<file path="src/rtl/rr_lock_arb_if.sv">
// Request/grant bundle between requesters (master) and the round-robin lock arbiter (slave).
interface rr_lock_arb_if #(
  parameter int NUM_REQ = 5
);
  localparam int IDW = $clog2(NUM_REQ);

  logic [NUM_REQ-1:0] req;
  logic [NUM_REQ-1:0] grt;
  logic               grt_vld;
  logic [IDW-1:0]     grt_id;
  logic               timeout;

  modport master (output req, input grt, grt_vld, grt_id, timeout);
  modport slave  (input req, output grt, grt_vld, grt_id, timeout);
endinterface

</file>
<file path="src/rtl/rr_lock_arb.sv">
// Round-robin lock arbiter: a granted requester keeps the resource while its request stays high,
// up to MAX_HOLD cycles, with a mandatory idle bubble between grants.
module rr_lock_arb #(
  parameter int NUM_REQ  = 5,
  parameter int MAX_HOLD = 16
) (
  input logic          clk,
  input logic          rst_,
  rr_lock_arb_if.slave bus
);
  localparam int IDW = $clog2(NUM_REQ);
  localparam int HW  = $clog2(MAX_HOLD);

  typedef enum logic {S_IDLE, S_GRANT} state_e;

  state_e             state_q, state_d;
  logic [IDW-1:0]     ptr_q, ptr_d;
  logic [HW-1:0]      hold_q, hold_d;
  logic [NUM_REQ-1:0] grt_q, grt_d;
  logic               vld_q, vld_d;
  logic [IDW-1:0]     id_q, id_d;
  logic               timeout_q, timeout_d;
  logic [IDW-1:0]     win;
  logic [IDW-1:0]     ptr_nxt;

  // First asserted request scanning upward from the pointer, wrapping at NUM_REQ-1.
  function automatic logic [IDW-1:0] pick(input logic [NUM_REQ-1:0] r, input logic [IDW-1:0] p);
    logic           found;
    int             idx;
    logic [IDW-1:0] idx_v;
    found = 1'b0;
    pick  = '0;
    for (int k = 0; k < NUM_REQ; k++) begin
      idx = int'(p) + k;
      if (idx >= NUM_REQ) idx = idx - NUM_REQ;
      idx_v = IDW'(idx);
      if (!found && r[idx_v]) begin
        found = 1'b1;
        pick  = idx_v;
      end
    end
  endfunction

  assign win     = pick(bus.req, ptr_q);
  assign ptr_nxt = (id_q == IDW'(NUM_REQ - 1)) ? '0 : id_q + 1'b1;

  always_comb begin
    state_d   = state_q;
    ptr_d     = ptr_q;
    hold_d    = hold_q;
    grt_d     = grt_q;
    vld_d     = vld_q;
    id_d      = id_q;
    timeout_d = 1'b0;
    case (state_q)
      S_IDLE: begin
        grt_d = '0;
        vld_d = 1'b0;
        id_d  = '0;
        if (|bus.req) begin
          grt_d   = NUM_REQ'(1) << win;
          vld_d   = 1'b1;
          id_d    = win;
          hold_d  = '0;
          state_d = S_GRANT;
        end
      end
      S_GRANT: begin
        if (!bus.req[id_q] || hold_q == HW'(MAX_HOLD - 1)) begin
          timeout_d = bus.req[id_q];
          grt_d     = '0;
          vld_d     = 1'b0;
          id_d      = '0;
          hold_d    = '0;
          ptr_d     = ptr_nxt;
          state_d   = S_IDLE;
        end else begin
          hold_d = hold_q + 1'b1;
        end
      end
      default: state_d = S_IDLE;
    endcase
  end

  always_ff @(posedge clk) begin
    if (rst_) begin
      state_q   <= S_IDLE;
      ptr_q     <= '0;
      hold_q    <= '0;
      grt_q     <= '0;
      vld_q     <= 1'b0;
      id_q      <= '0;
      timeout_q <= 1'b0;
    end else begin
      state_q   <= state_d;
      ptr_q     <= ptr_d;
      hold_q    <= hold_d;
      grt_q     <= grt_d;
      vld_q     <= vld_d;
      id_q      <= id_d;
      timeout_q <= timeout_d;
    end
  end

  assign bus.grt     = grt_q;
  assign bus.grt_vld = vld_q;
  assign bus.grt_id  = id_q;
  assign bus.timeout = timeout_q;
endmodule

</file>
<file path="src/flat_wrapper.sv">
// flat-port wrapper written by rule: the top's interface ports become plain ports
module rr_lock_arb_flat 
#(
  parameter int NUM_REQ  = 5,
  parameter int MAX_HOLD = 16
)
  (clk, rst_, bus_req, bus_grt, bus_grt_vld, bus_grt_id, bus_timeout);
  rr_lock_arb_if #(.NUM_REQ(NUM_REQ)) bus_i ();
  input logic clk;
  input logic rst_;
  input wire logic [$bits(bus_i.req)-1:0] bus_req;
  output wire logic [$bits(bus_i.grt)-1:0] bus_grt;
  output wire logic [$bits(bus_i.grt_vld)-1:0] bus_grt_vld;
  output wire logic [$bits(bus_i.grt_id)-1:0] bus_grt_id;
  output wire logic [$bits(bus_i.timeout)-1:0] bus_timeout;
  assign bus_i.req = bus_req;
  assign bus_grt = bus_i.grt;
  assign bus_grt_vld = bus_i.grt_vld;
  assign bus_grt_id = bus_i.grt_id;
  assign bus_timeout = bus_i.timeout;
  rr_lock_arb #(.NUM_REQ(NUM_REQ), .MAX_HOLD(MAX_HOLD)) u_core (.clk(clk), .rst_(rst_), .bus(bus_i));
endmodule
</file>
<file path="config.mk">
export PLATFORM = sky130hd
export DESIGN_NAME = rr_lock_arb_flat
export DESIGN_NICKNAME = d
export VERILOG_FILES = /design/src/rtl/rr_lock_arb_if.sv /design/src/rtl/rr_lock_arb.sv /design/src/flat_wrapper.sv
export SDC_FILE = /design/constraint.sdc
export NUM_CORES = 1
export LEC_CHECK = 0
export BUFFER_PORTS_ARGS = -buffer_cell sky130_fd_sc_hd__buf_2
export CORE_MARGIN = 4
export CORE_UTILIZATION = 35
export CTS_CLUSTER_DIAMETER = 150
export DETAILED_ROUTE_END_ITERATION = 10
export GPL_TIMING_DRIVEN = 1
export HOLD_SLACK_MARGIN = 0.08
export PLACE_DENSITY = 0.62
export SLEW_MARGIN = 20
export SYNTH_ARGS = -nofsm -noshare
export SYNTH_HDL_FRONTEND = slang
export SYNTH_SLANG_ARGS = --single-unit
</file>
<file path="constraint.sdc">
create_clock -name clk -period 7.1 [get_ports clk]
set_input_delay 1.775 -clock clk [delete_from_list [all_inputs] [get_ports clk]]
set_output_delay 1.775 -clock clk [all_outputs]
set_load 0.02 [all_outputs]
</file>
Word level (Yosys, flattened, before mapping)
Index checks and enable logic that the tools add are counted.
{"block": "totals", "reg_bits": 18, "in_bits": 7, "output_inout_bits": 10}
{"block": "op_classes", "add_sub_neg": 11, "n_lt_le_gt_ge": 11, "n_eq_ne": 4, "shift": 1, "mux": 41, "bitwise": 2, "n_reduce_logical": 13}
{"op": "$mux 3", "count": 13}
{"op": "$lt 3x4->1 const B", "count": 6}
{"op": "$bmux 1 s3", "count": 6}
{"op": "$ge 4x3->1 const B", "count": 4}
{"op": "$sub 3x3->3 const B", "count": 5}
{"op": "$mux 1", "count": 13}
{"op": "$mux 5", "count": 2}
{"op": "$pmux 5 s2", "count": 1}
{"op": "$add 3x2->4 const B", "count": 2}
{"op": "$mux 4", "count": 2}
{"op": "$pmux 4 s2", "count": 1}
{"op": "$pmux 3 s2", "count": 1}
{"op": "$logic_not 1->1", "count": 5}
{"op": "$reduce_or 5->1", "count": 1}
{"op": "$shl 1x3->5 const A", "count": 1}
{"op": "$add 3x1->4 const B", "count": 1}
{"op": "$add 3x3->4 const B", "count": 1}
{"op": "$add 4x1->4 const B", "count": 1}
{"op": "$eq 4x4->1 const B", "count": 1}
{"op": "$logic_and 1x1->1", "count": 4}
{"op": "$pmux 1 s2", "count": 2}
{"op": "$add 3x1->3 const B", "count": 1}
{"op": "$eq 3x3->1 const B", "count": 1}
{"op": "$ge 3x3->1 const B", "count": 1}
{"op": "other kinds (6)", "count": 7}

Logic depth before layout (Yosys ltp)
Gate-level depths: netlist of run 1.
{"block": "depth", "word_depth": 20, "mapped_depth": 14}

Worst setup path before layout of run 1
No wires, ideal clock.
{"block": "synth_path", "path_type": "in2reg", "from": "in bus_req[0]", "to": "reg u_core.grt_q[2], in the netlist u_core.bus.grt[2]", "setup_time_ns": 0.069, "t_arrival_ns": 4.051, "required_ns": 7.031, "setup_slack_ns": 2.980, "path_stages": 10, "path_buffers": 1, "cell_sequence": "clkbuf_1 mux4_2 mux2_4 nand2_4 nand3_1 and4b_1 o211ai_2 o311a_1 or3_4 o21ai_1"}
{"block": "synth_between", "elab_chain_len": 18}
{"element": "from (decl)", "line_no": "flat_wrapper.sv:11", "rtl": "input wire logic [$bits(bus_i.req)-1:0] bus_req;"}
{"element": "$bmux 1 s3", "line_no": "rr_lock_arb.sv:37", "rtl": "if (!found && r[idx_v]) begin"}
{"element": "$mux 1 (implied by the code)", "line_no": "rr_lock_arb.sv:37"}
{"element": "$mux 1", "line_no": "rr_lock_arb.sv:37"}
{"element": "$logic_not 1->1", "line_no": "rr_lock_arb.sv:37"}
{"element": "$logic_and 1x1->1", "line_no": "rr_lock_arb.sv:37"}
{"element": "$mux 1", "line_no": "rr_lock_arb.sv:37"}
{"element": "$logic_not 1->1", "line_no": "rr_lock_arb.sv:37"}
{"element": "$logic_and 1x1->1", "line_no": "rr_lock_arb.sv:37"}
{"element": "[2 not listed]"}
{"element": "$logic_and 1x1->1", "line_no": "rr_lock_arb.sv:37"}
{"element": "$mux 1", "line_no": "rr_lock_arb.sv:37"}
{"element": "$logic_not 1->1", "line_no": "rr_lock_arb.sv:37"}
{"element": "$logic_and 1x1->1", "line_no": "rr_lock_arb.sv:37"}
{"element": "$mux 3", "line_no": "rr_lock_arb.sv:37"}
{"element": "$shl 1x3->5", "line_no": "rr_lock_arb.sv:61", "rtl": "grt_d = NUM_REQ'(1) << win;"}
{"element": "$mux 5", "line_no": "rr_lock_arb.sv:60", "rtl": "if (|bus.req) begin"}
{"element": "$pmux 5 s2", "line_no": "rr_lock_arb.sv:55", "rtl": "case (state_q)"}
{"element": "to (signal assigned)", "line_no": "rr_lock_arb.sv:98", "rtl": "grt_q <= grt_d;"}
{"element": "to (decl)", "line_no": "rr_lock_arb.sv:19", "rtl": "logic [NUM_REQ-1:0] grt_q, grt_d;"}
Several ways; a longest one is shown, not always the timed one. The select of a mux whose other input is x is not followed.
A chain may end at the register's enable or synchronous reset.

Final worst setup path of run 1
{"block": "layout_path", "from": "in bus_req[0]", "to": "reg u_core.id_q[2], in the netlist u_core.bus.grt_id[2]"}
{"block": "layout_between", "elab_chain_len": 17}
{"element": "$bmux 1 s3", "line_no": "rr_lock_arb.sv:37"}
{"element": "$mux 1 (implied by the code)", "line_no": "rr_lock_arb.sv:37"}
{"element": "$mux 1", "line_no": "rr_lock_arb.sv:37"}
{"element": "$logic_not 1->1", "line_no": "rr_lock_arb.sv:37"}
{"element": "$logic_and 1x1->1", "line_no": "rr_lock_arb.sv:37"}
{"element": "$mux 1", "line_no": "rr_lock_arb.sv:37"}
{"element": "$logic_not 1->1", "line_no": "rr_lock_arb.sv:37"}
{"element": "$logic_and 1x1->1", "line_no": "rr_lock_arb.sv:37"}
{"element": "$mux 1", "line_no": "rr_lock_arb.sv:37"}
{"element": "$logic_not 1->1", "line_no": "rr_lock_arb.sv:37"}
{"element": "$logic_and 1x1->1", "line_no": "rr_lock_arb.sv:37"}
{"element": "$mux 1", "line_no": "rr_lock_arb.sv:37"}
{"element": "$logic_not 1->1", "line_no": "rr_lock_arb.sv:37"}
{"element": "$logic_and 1x1->1", "line_no": "rr_lock_arb.sv:37"}
{"element": "$mux 3", "line_no": "rr_lock_arb.sv:37"}
{"element": "$mux 3", "line_no": "rr_lock_arb.sv:60"}
{"element": "$pmux 3 s2", "line_no": "rr_lock_arb.sv:55"}
{"element": "to (signal assigned)", "line_no": "rr_lock_arb.sv:100", "rtl": "id_q <= id_d;"}
{"element": "to (decl)", "line_no": "rr_lock_arb.sv:21", "rtl": "logic [IDW-1:0] id_q, id_d;"}
Several ways; a longest one is shown, not always the timed one. The select of a mux whose other input is x is not followed.

==> results of run 1 <==
==> state kept, by name, summed over array words and instances (netlist names) <==
| signal | flops |
|---|---|
| u_core.bus.timeout | 1 |
| u_core.state_q | 1 |
| u_core.bus.grt_id | 3 |
| u_core.bus.grt_vld | 1 |
| u_core.bus.grt | 5 |
| u_core.ptr_q | 3 |
| u_core.hold_q | 4 |
==> final timing paths <==
check	startpoint	to	slack, ps	cells past startpoint
min	u_core.bus.grt_vld	u_core.bus.grt_vld	450	2
max	bus_req[0]	u_core.bus.grt_id[2]	3100	10
max reg2reg	u_core.ptr_q[1]	u_core.bus.grt_id[2]	3280	11
min reg2reg	u_core.bus.grt_vld	u_core.bus.grt_vld	450	2
==> report_power, final <==
| group | leakage [uW] | switching, uW | internal [uW] |
|---|---|---|---|
| clock | 0.0000288 | 35.5 | 49.3 |
| sequential | 0.000147 | 16.0 | 116 |
| combinational | 0.000623 | 176 | 129 |
==> layout make-up <==
type | instances | area [um2] | share of cell area (%)
Multi-Input combinational cell | 200 | 1409 | 68.78
Sequential cell | 18 | 360.3 | 17.59
Timing Repair Buffer | 17 | 87.58 | 4.276
Tap cell | 70 | 87.58 | 4.276
Clock buffer | 4 | 55.05 | 2.688
Inverter | 13 | 48.80 | 2.382
==> cell usage in the layout (no fill, tap or decap), types with 5 or more instances in the layout <==
cell type and instances:
and2_1 6, nor3_1 7, nor2_1 27, nand3_1 7, o22ai_1 5, buf_2 16
dfxtp_1 18, o21ai_0 5, nand3b_1 6, ha_1 11, inv_1 12, nor2b_1 10
nor3b_1 6, mux2i_1 6, a21oi_1 16, nand2_1 18
==> layer usage <==
layer  up-vias  track usage (%)  part of all wire (%)
li1        912                -                     -
met1       844            19.04                    44
met2        45            24.92                    51
met3         4            3.070                   4.8
met4         0            2.365                  0.60
met5         -                0                     0
==> tightest hold or removal path, stage by stage (launching register included) <==
cell and delay [ps]:
dfxtp_1 310, inv_1 50, a21boi_1 50
==> cells by family (layout without fill, tap and decap cells) <==
family                   Yosys count  in the layout  synth area share, %
XOR/XNOR                           4              4                1.857
AO/OA/AOI/OAI                     61             61                23.01
AND/OR/NAND/NOR                  111            111                32.49
multiplexers                      12             12                8.952
flip-flops                        18             18                19.10
adder cells (fa/ha/maj)           12             12                8.355
buffers and inverters             28             34                6.233
==> metrics by stage <==
stage	utilization (%)	cells	cell area (um2)
floorplan	-	246	1887
detailed placement	38.53	318	1993
global placement	38.53	318	1993
finish	39.60	322	2048
CTS	39.60	322	2048
global route	39.60	322	2048
==> key figures, run 1 <==
Synthesis
  – Cells after Synth: between 200 and 250
  – Number of unique standard cell types used by synthesis: 61
  – Syn Nets: ~270
  – Commonest cells in the netlist: nor2_1 (27), dfxtp_1 (18), nand2_1 (18), a21oi_1 (16), inv_1 (12)
  – Synth Register Bits: 18
  – Dominant cell type by area after synthesis: dfxtp_1
  – Post-synth EDFFs: 0
  – Top FF cell, synth: dfxtp_1
  – Top-count cell post-synth: nor2_1
  – Ranking of synthesized cells by area: dfxtp_1 (19%), ha_1 (7.3%), nor2_1 (5.4%), a21oi_1 (4.2%), nand2_1 (3.6%)
  – Share of the synthesized area in the top cell type: roughly a fifth
  – Async SR Flop Fraction: 0%
  – Synthesized cell area: between 1500 and 2000 um2
  – Avg Inst Size Synth: 7.670 um2
  – Sequential area share after synthesis: 19.10%
  – YS warnings: 0

Hold path
  – Hold WC Path Type: flip-flop to flip-flop

Global route
  – GR Util All Layers: 14.56%
  – Number of antenna violations at the first check in global routing: 0
  – First-pass GRT wire length: 7783 um
  – Largest net degree at the start of global routing: 34
  – Via count of the first global-routing pass: between 1500 and 2000
  – Total grt overflow: 0

CTS
  – Hold buffer count at cts: 0
  – Clock latency on the worst-skew pair: 250 ps
  – Number of buffers created by CTS: 3
  – Root Buffer: clkbuf_8
  – CTS tree: done
  – H-tree depth: 1
  – Post-CTS setup repair buffer count: 0
  – Post_cts resized: 0
  – Clk sinks: 18
  – Longest Clk Path Bufs: 2
  – Clock Pin Slew Worst Setup and Hold Paths: about 70 ps

Critical path
  – Most common cell on crit path: mux2_4
  – CP delay by family, top: multiplexers
  – Worst EP arrival: approximately 4200 ps
  – CP max stage delay: ~490 ps
  – Crit Path Max Fanout: 11
  – Critical path buffer and inverter count: 1
  – Startpoint Class: input port
  – Slowest-stage cell, CP: mux4_2
  – WS Path Type: input port to flip-flop
  – Crit path cell chain: buf_2, mux4_2, mux2_4, nand2_4, nand3_1, and4b_1, o211ai_2, mux2_4, or3_1, a21oi_1
  – Critical Path End Type: flip-flop
  – Worst Path Required: 7290 ps

Layout
  – Fillers: 529
  – Layout Nets: 272
  – Layout cell share with drive strength beyond 1: a little over an eighth
  – Ant diodes: 0
  – Area Overhead vs Synth: 8.554%

Routing
  – DR iter-0 viols: 140
  – DRC: 0
  – Routed len/inst: between 10 and 15 um
  – Vias per Instance: around 5.6
  – Total Wirelength: ~4500 um
  – DRT Pass-1 Iters: 4
  – Via count: about 1800
  – Routed Antenna Nets: 0

Timing
  – Post-route clock period utilization: 56.27%
  – Final setup fails: 0
  – Fin Setup TNS: 0 ps
  – Worst slew margin: roughly three fifths
  – Min Hold Slack: roughly 450 ps
  – RSZ-0062 raised after global routing: false
  – Worst setup slack after layout: slightly above 3000 ps
  – Pins over their slew limit: 0
  – Max Fclk: between 0.2 and 0.3 GHz
  – Setup Skew: roughly 1.2 ps
  – Fin. Hold Viols: 0
  – Final Critical Period: about 4000 ps
  – Worst-margin pin slew: approximately 600 ps

Floorplan
  – Core area: between 5000 and 6000 um2
  – Die area: 6629 um2
  – Die X: between 80 and 90 um
  – Core Rows: 26
  – Boundary Pins: 17
  – Die height: 81.42 um
  – Starting Density: a little over a third

Run
  – Max-cap violations: 0

Outcome
  – Status: finished clean

Placed design
  – HPWL after DPL: ~3500 um
  – Pre-CTS setup slack: 2852 ps
  – Input/output buffers: 16
  – Final Wtd Congestion: approximately 0.84

Power
  – Peak VDD IR: around 0.000086 V
  – Leak pwr: ~0.0008 uW
  – Power Density: roughly 260 nW/um2
  – Tot Pwr: 522.3 uW
Power figures use the tool's default switching activity.
==> run 2: changes to the inputs <==
==> constraint.sdc (replaced) <==
create_clock -name clk -period 3.9 [get_ports clk]
set_input_delay 0.975 -clock clk [delete_from_list [all_inputs] [get_ports clk]]
set_output_delay 0.975 -clock clk [all_outputs]
set_load 0.02 [all_outputs]
==> key figures, run 2 (synthesis results as in run 1) <==
Placed design
  – Placed cell count: ~320
  – HPWL after DPL: ~3700 um
  – Input/output buffers: 16
  – Final Wtd Congestion: ~0.93
  – Dpl cell area: around 2000 um2

Layout
  – Layout Nets: 276
  – Final Non-Filler Cells: between 300 and 400
  – Ant diodes: 0
  – Area Overhead vs Synth: 10.15%
  – Design area: roughly 2100 um2
  – Layout cell share with drive strength beyond 1: roughly 15%
  – Most frequent cells in the layout: nor2_1 (27), nand2_1 (18), dfxtp_1 (18), a21oi_1 (16), buf_2 (16)
  – Number of flip-flops in the largest register: 5
  – Commonest non-fill, non-tap cell in the layout: nor2_1
  – Fillers: 533

CTS
  – Post_cts resized: 0
  – Clock latency on the worst-skew pair: between 200 and 300 ps
  – Clk sinks: 18
  – Clock Pin Slew Worst Setup and Hold Paths: ~70 ps
  – Number of buffers created by CTS: 3
  – CTS tree: done
  – Root Buffer: clkbuf_8
  – Longest Clk Path Bufs: 2
  – Post-CTS setup repair buffer count: 0
  – Hold buffer count at cts: 0
  – H-tree depth: 1

Critical path
  – Crit Path Max Fanout: 8
  – Worst EP arrival: about 3700 ps
  – Worst Path Required: around 4100 ps
  – Critical Path End Type: flip-flop
  – Crit path cell chain: inv_2, ha_1, inv_1, fa_1, or4_1, o41a_1, a31oi_1, and4b_1, a21boi_1, nand2_1, o311a_1, or3_4, o21ai_1
  – Slowest-stage cell, CP: or4_1
  – CP max stage delay: 540 ps
  – WS Path Type: flip-flop to flip-flop
  – Startpoint Class: flip-flop

Global route
  – Number of antenna violations at the first check in global routing: 0
  – Largest net degree at the start of global routing: 32
  – First-pass GRT wire length: between 8000 and 9000 um
  – Via count of the first global-routing pass: roughly 1700
  – GR Util All Layers: approximately 15%
  – Total grt overflow: 0

Timing
  – Pins over their slew limit: 0
  – Post-route clock period utilization: around nine tenths
  – Fin Setup TNS: 0 ps
  – Final setup fails: 0
  – RSZ-0062 raised after global routing: false
  – Worst-margin pin slew: approximately 550 ps
  – Fin. Hold Viols: 0
  – Setup Skew: 1.225 ps
  – Final Critical Period: about 3500 ps
  – Worst slew margin: 62.98%
  – Max Fclk: between 0.2 and 0.3 GHz

Power
  – Leak pwr: around 0.00082 uW
  – Peak VDD IR: ~0.00016 V
  – Power Density: between 400 and 500 nW/um2

Routing
  – Via count: between 1500 and 2000
  – DRT Pass-1 Iters: 4
  – DRC: 0
  – Total Wirelength: roughly 4700 um
  – Routed len/inst: around 15 um
  – Vias per Instance: between 5 and 6
  – Routed Antenna Nets: 0
  – DR iter-0 viols: between 100 and 150

Floorplan
  – Die height: 81.42 um
  – Starting Density: between 30% and 40%
  – Core Rows: 26
  – Die area: between 6000 and 7000 um2
  – Core area: 5172 um2
  – Die X: about 81 um
  – Boundary Pins: 17

Run
  – Max-cap violations: 0

Hold path
  – Hold WC Path Type: flip-flop to flip-flop

Outcome
  – Status: finished clean
==> run 2: cell types whose count changed in the layout (fill, tap and decap cells not counted), sizes merged <==
cell,delta
buf,+4
==> run 2: where the power goes <==
| group | internal (uW) | switching [uW] |
|---|---|---|
| clock network | 89.6 | 63.8 |
| logic | 242 | 329 |
| registers | 212 | 24.1 |
==> run 2: layer usage <==
metal / wire length (um) / global-route usage (%) / share of wire (%)
met1: 2198 / 20.54 / 46
met3: 196 / 1.974 / 4.1
met2: 2232 / 24.43 / 47
met5: 0 / 0 / 0
met4: 112 / 5.574 / 2.4
==> run 2: worst max-delay path, delay by kind of cell, from the launching register on <==
family                   cells  cell delay (ps)
AND/OR/NAND/NOR              4             1280
flip-flops                   1              330
adder cells (fa/ha/maj)      2              650
buffers and inverters        2              190
AO/OA/AOI/OAI                5              960
==> run 2: area by class of cell <==
| class | count | area (um2) | area share (%) |
|---|---|---|---|
| multi-input combinational | 200 | 1409 | 67.79 |
| tap | 70 | 87.58 | 4.214 |
| inverter | 13 | 48.80 | 2.348 |
| sequential | 18 | 360.3 | 17.34 |
| timing repair buffer | 21 | 117.6 | 5.659 |
| clock buffer | 4 | 55.05 | 2.649 |
==> run 2: per-stage QoR <==
| step | hold WS [ps] | total power, uW | setup WS [ps] | util [%] |
|---|---|---|---|---|
| 4_1_cts | 451.7 | 962.9 | 427.6 | 40.18 |
| 6_report | 445.3 | 960.2 | 425.2 | 40.18 |
| 2_1_floorplan | 440.6 | 689.3 | 580.1 | - |
| 5_1_grt | 478.3 | 1043 | 198.3 | 40.18 |
| 3_3_place_gp | 435.3 | 808.0 | 470.3 | 39.11 |
| 3_5_place_dp | 439.8 | 806.2 | 439.6 | 39.11 |
==> run 2: path summary, 6_finish.rpt <==
path	start	end	slack (ps)	cells past startpoint
max	u_core.ptr_q[0]	u_core.bus.grt[3]	430	13
min	u_core.bus.grt_vld	u_core.bus.grt_vld	450	2
max reg2reg	u_core.ptr_q[0]	u_core.bus.grt[3]	430	13
min reg2reg	u_core.bus.grt_vld	u_core.bus.grt_vld	450	2
==> run 3: changes to the inputs <==
--- a/config.mk
+++ b/config.mk
@@ -6,13 +6,15 @@
 export NUM_CORES = 1
 export LEC_CHECK = 0
 export BUFFER_PORTS_ARGS = -buffer_cell sky130_fd_sc_hd__buf_2
+export CELL_PAD_IN_SITES_DETAIL_PLACEMENT = 0
+export CELL_PAD_IN_SITES_GLOBAL_PLACEMENT = 2
 export CORE_MARGIN = 4
 export CORE_UTILIZATION = 35
 export CTS_CLUSTER_DIAMETER = 150
 export DETAILED_ROUTE_END_ITERATION = 10
 export GPL_TIMING_DRIVEN = 1
 export HOLD_SLACK_MARGIN = 0.08
-export PLACE_DENSITY = 0.62
+export PLACE_DENSITY = 0.9
 export SLEW_MARGIN = 20
 export SYNTH_ARGS = -nofsm -noshare
 export SYNTH_HDL_FRONTEND = slang
==> key figures, run 3 (synthesis results as in run 1) <==
Outcome
  – Status: finished clean

Floorplan
  – Core area: 5172 um2
  – Core Rows: 26
  – Die height: 81.42 um
  – Starting Density: between 30 and 40%
  – Die area: roughly 6600 um2
  – Die X: a little over 80 um
  – Boundary Pins: 17

CTS
  – Longest Clk Path Bufs: 2
  – Post_cts resized: 0
  – Clock latency on the worst-skew pair: 250 ps
  – H-tree depth: 1
  – Clk sinks: 18
  – Post-CTS setup repair buffer count: 0
  – Number of buffers created by CTS: 3
  – CTS tree: done
  – Clock Pin Slew Worst Setup and Hold Paths: 70 ps
  – Hold buffer count at cts: 0
  – Root Buffer: clkbuf_8

Power
  – Power Density: between 400 and 500 nW/um2
  – Clock share of power: about 16%
  – Tot Pwr: around 960 uW
  – Sequential share of power: 24.8%
  – Internal power: 539.5 uW
  – Peak VDD IR: roughly 0.00016 V
  – Net Sw Power: 418.5 uW
  – Switching Share: approximately 44%
  – Combinational Power Share: between 50 and 60%
  – Leak pwr: around 0.0008 uW

Global route
  – Largest net degree at the start of global routing: 32
  – GR Util All Layers: between 15 and 20%
  – Via count of the first global-routing pass: approximately 1700
  – Total grt overflow: 0
  – Number of antenna violations at the first check in global routing: 0
  – First-pass GRT wire length: about 8200 um

Routing
  – Metal-1 WL: about 2300 um
  – Routed len/inst: about 15 um
  – DRC: 0
  – Met2 WL post-DR: approximately 2300 um
  – Total Wirelength: 4942 um
  – Top routing layer used: met4
  – DR iter-0 viols: 202
  – Met3 Wirelength: 206 um
  – Vias per Instance: around 5.6
  – Routed Antenna Nets: 0
  – DRT Pass-1 Iters: 4
  – Via count: about 1800

Layout
  – Most frequent cells in the layout: nor2_1 (27), nand2_1 (18), dfxtp_1 (18), a21oi_1 (16), buf_2 (16)
  – Layout Nets: around 280
  – Multi-input logic area: roughly 1400 um2
  – Layout cell share with drive strength beyond 1: between 10 and 15%
  – Ant diodes: 0
  – Commonest non-fill, non-tap cell in the layout: nor2_1
  – Reg area: around 360 um2
  – Fillers: 541
  – Number of flip-flops in the largest register: 5
  – Design area: slightly above 2000 um2
  – Area Overhead vs Synth: 9.748%

Timing
  – Final setup fails: 0
  – Worst slew margin: 59.58%
  – Worst-margin pin slew: ~600 ps
  – Fin. Hold Viols: 0
  – RSZ-0062 raised after global routing: false
  – Setup Skew: roughly 7.3 ps
  – Pins over their slew limit: 0
  – Max Fclk: 0.2845 GHz
  – Post-route clock period utilization: around 90%
  – Final Critical Period: between 3000 and 4000 ps
  – Fin Setup TNS: 0 ps

Placed design
  – Input/output buffers: 16
  – Final Wtd Congestion: 0.8859
  – HPWL after DPL: 3774 um
  – Dpl cell area: just over 2000 um2

Critical path
  – Critical path origin: u_core.ptr_q[2]
  – Crit Path Max Fanout: 14
  – WP depth: 10
  – Worst reg2reg path depth: 10
  – RR Startpoint: u_core.ptr_q[2]
  – Slowest-stage cell, CP: dfxtp_1
  – Worst EP arrival: approximately 3700 ps
  – Critical path buffer and inverter count: 0
  – CP max stage delay: about 690 ps
  – Reg2reg setup slack: about 390 ps
  – Crit path cell chain: ha_1, nor2b_1, nor2_1, o41a_1, a31oi_1, and4b_1, o211ai_2, o311a_1, or3_4, o21ai_1
  – Worst Path Required: 4080 ps
  – WS Path Type: flip-flop to flip-flop
  – Critical Path End Type: flip-flop
  – Startpoint Class: flip-flop
  – CP delay by family, top: compound AO/OA/AOI/OAI gates
  – Critical Path End: u_core.bus.grt[2]
  – Reg2Reg Capture Point: u_core.bus.grt[2]

Run
  – Max-cap violations: 0

Hold path
  – Hold WC Path Type: flip-flop to flip-flop
==> run 3: cell count changes in the layout (fill, tap and decap cells not counted) <==
cell | before | now
buf_4 | 5 | 4
==> run 3: metrics by stage <==
stage	setup slack, ps	instances	util (%)	hold slack [ps]
final	385.4	325	40.03	446.7
after global routing	63.35	325	40.03	474.2
after global placement	465.8	321	38.97	431.5
after CTS	391.6	325	40.03	452.6
after detailed placement	400.7	321	38.97	441.1
after floorplan	580.1	246	-	440.6
==> run 3: how the worst min path moves through the flow <==
stage	start	endpoint	slack, ps	depth (start not counted)
floorplan	u_core.hold_q[3]	u_core.hold_q[3]	440	2
global placement	u_core.bus.grt_vld	u_core.bus.grt_vld	430	2
detailed placement	u_core.bus.grt_vld	u_core.bus.grt_vld	440	2
CTS	u_core.bus.grt_vld	u_core.bus.grt_vld	450	2
global route	u_core.bus.grt_vld	u_core.bus.grt_vld	470	2
finish	u_core.bus.grt_vld	u_core.bus.grt_vld	450	2
==> run 3: final cells by class <==
type / instances / area share [%]
clock buffer: 4 / 2.659
inverter: 13 / 2.356
multi-input combinational: 200 / 68.04
sequential: 18 / 17.40
tap: 70 / 4.230
timing repair buffer: 20 / 5.317
==> run 3: per-layer routing <==
metal	vias to the layer above	track usage, %
met1	874	21.00
met4	0	3.716
li1	912	-
met2	39	25.73
met3	6	2.193
met5	-	0
==> run 3: worst register-to-register path: stages, from the launching register on <==
cell and delay, ps:
dfxtp_1 690, ha_1 360, nor2b_1 310, nor2_1 190, o41a_1 330, a31oi_1 290
and4b_1 320, o211ai_2 130, o311a_1 350, or3_4 350, o21ai_1 130
==> run 3: power by group through the flow <==
stage          logic, uW  registers (uW)  clock network, uW
2_1_floorplan        423             266                  0
3_3_place_gp         569             241                  0
3_5_place_dp         563             242                  0
4_1_cts              566             238                161
5_1_grt              627             242                166
6_report             567             237                154
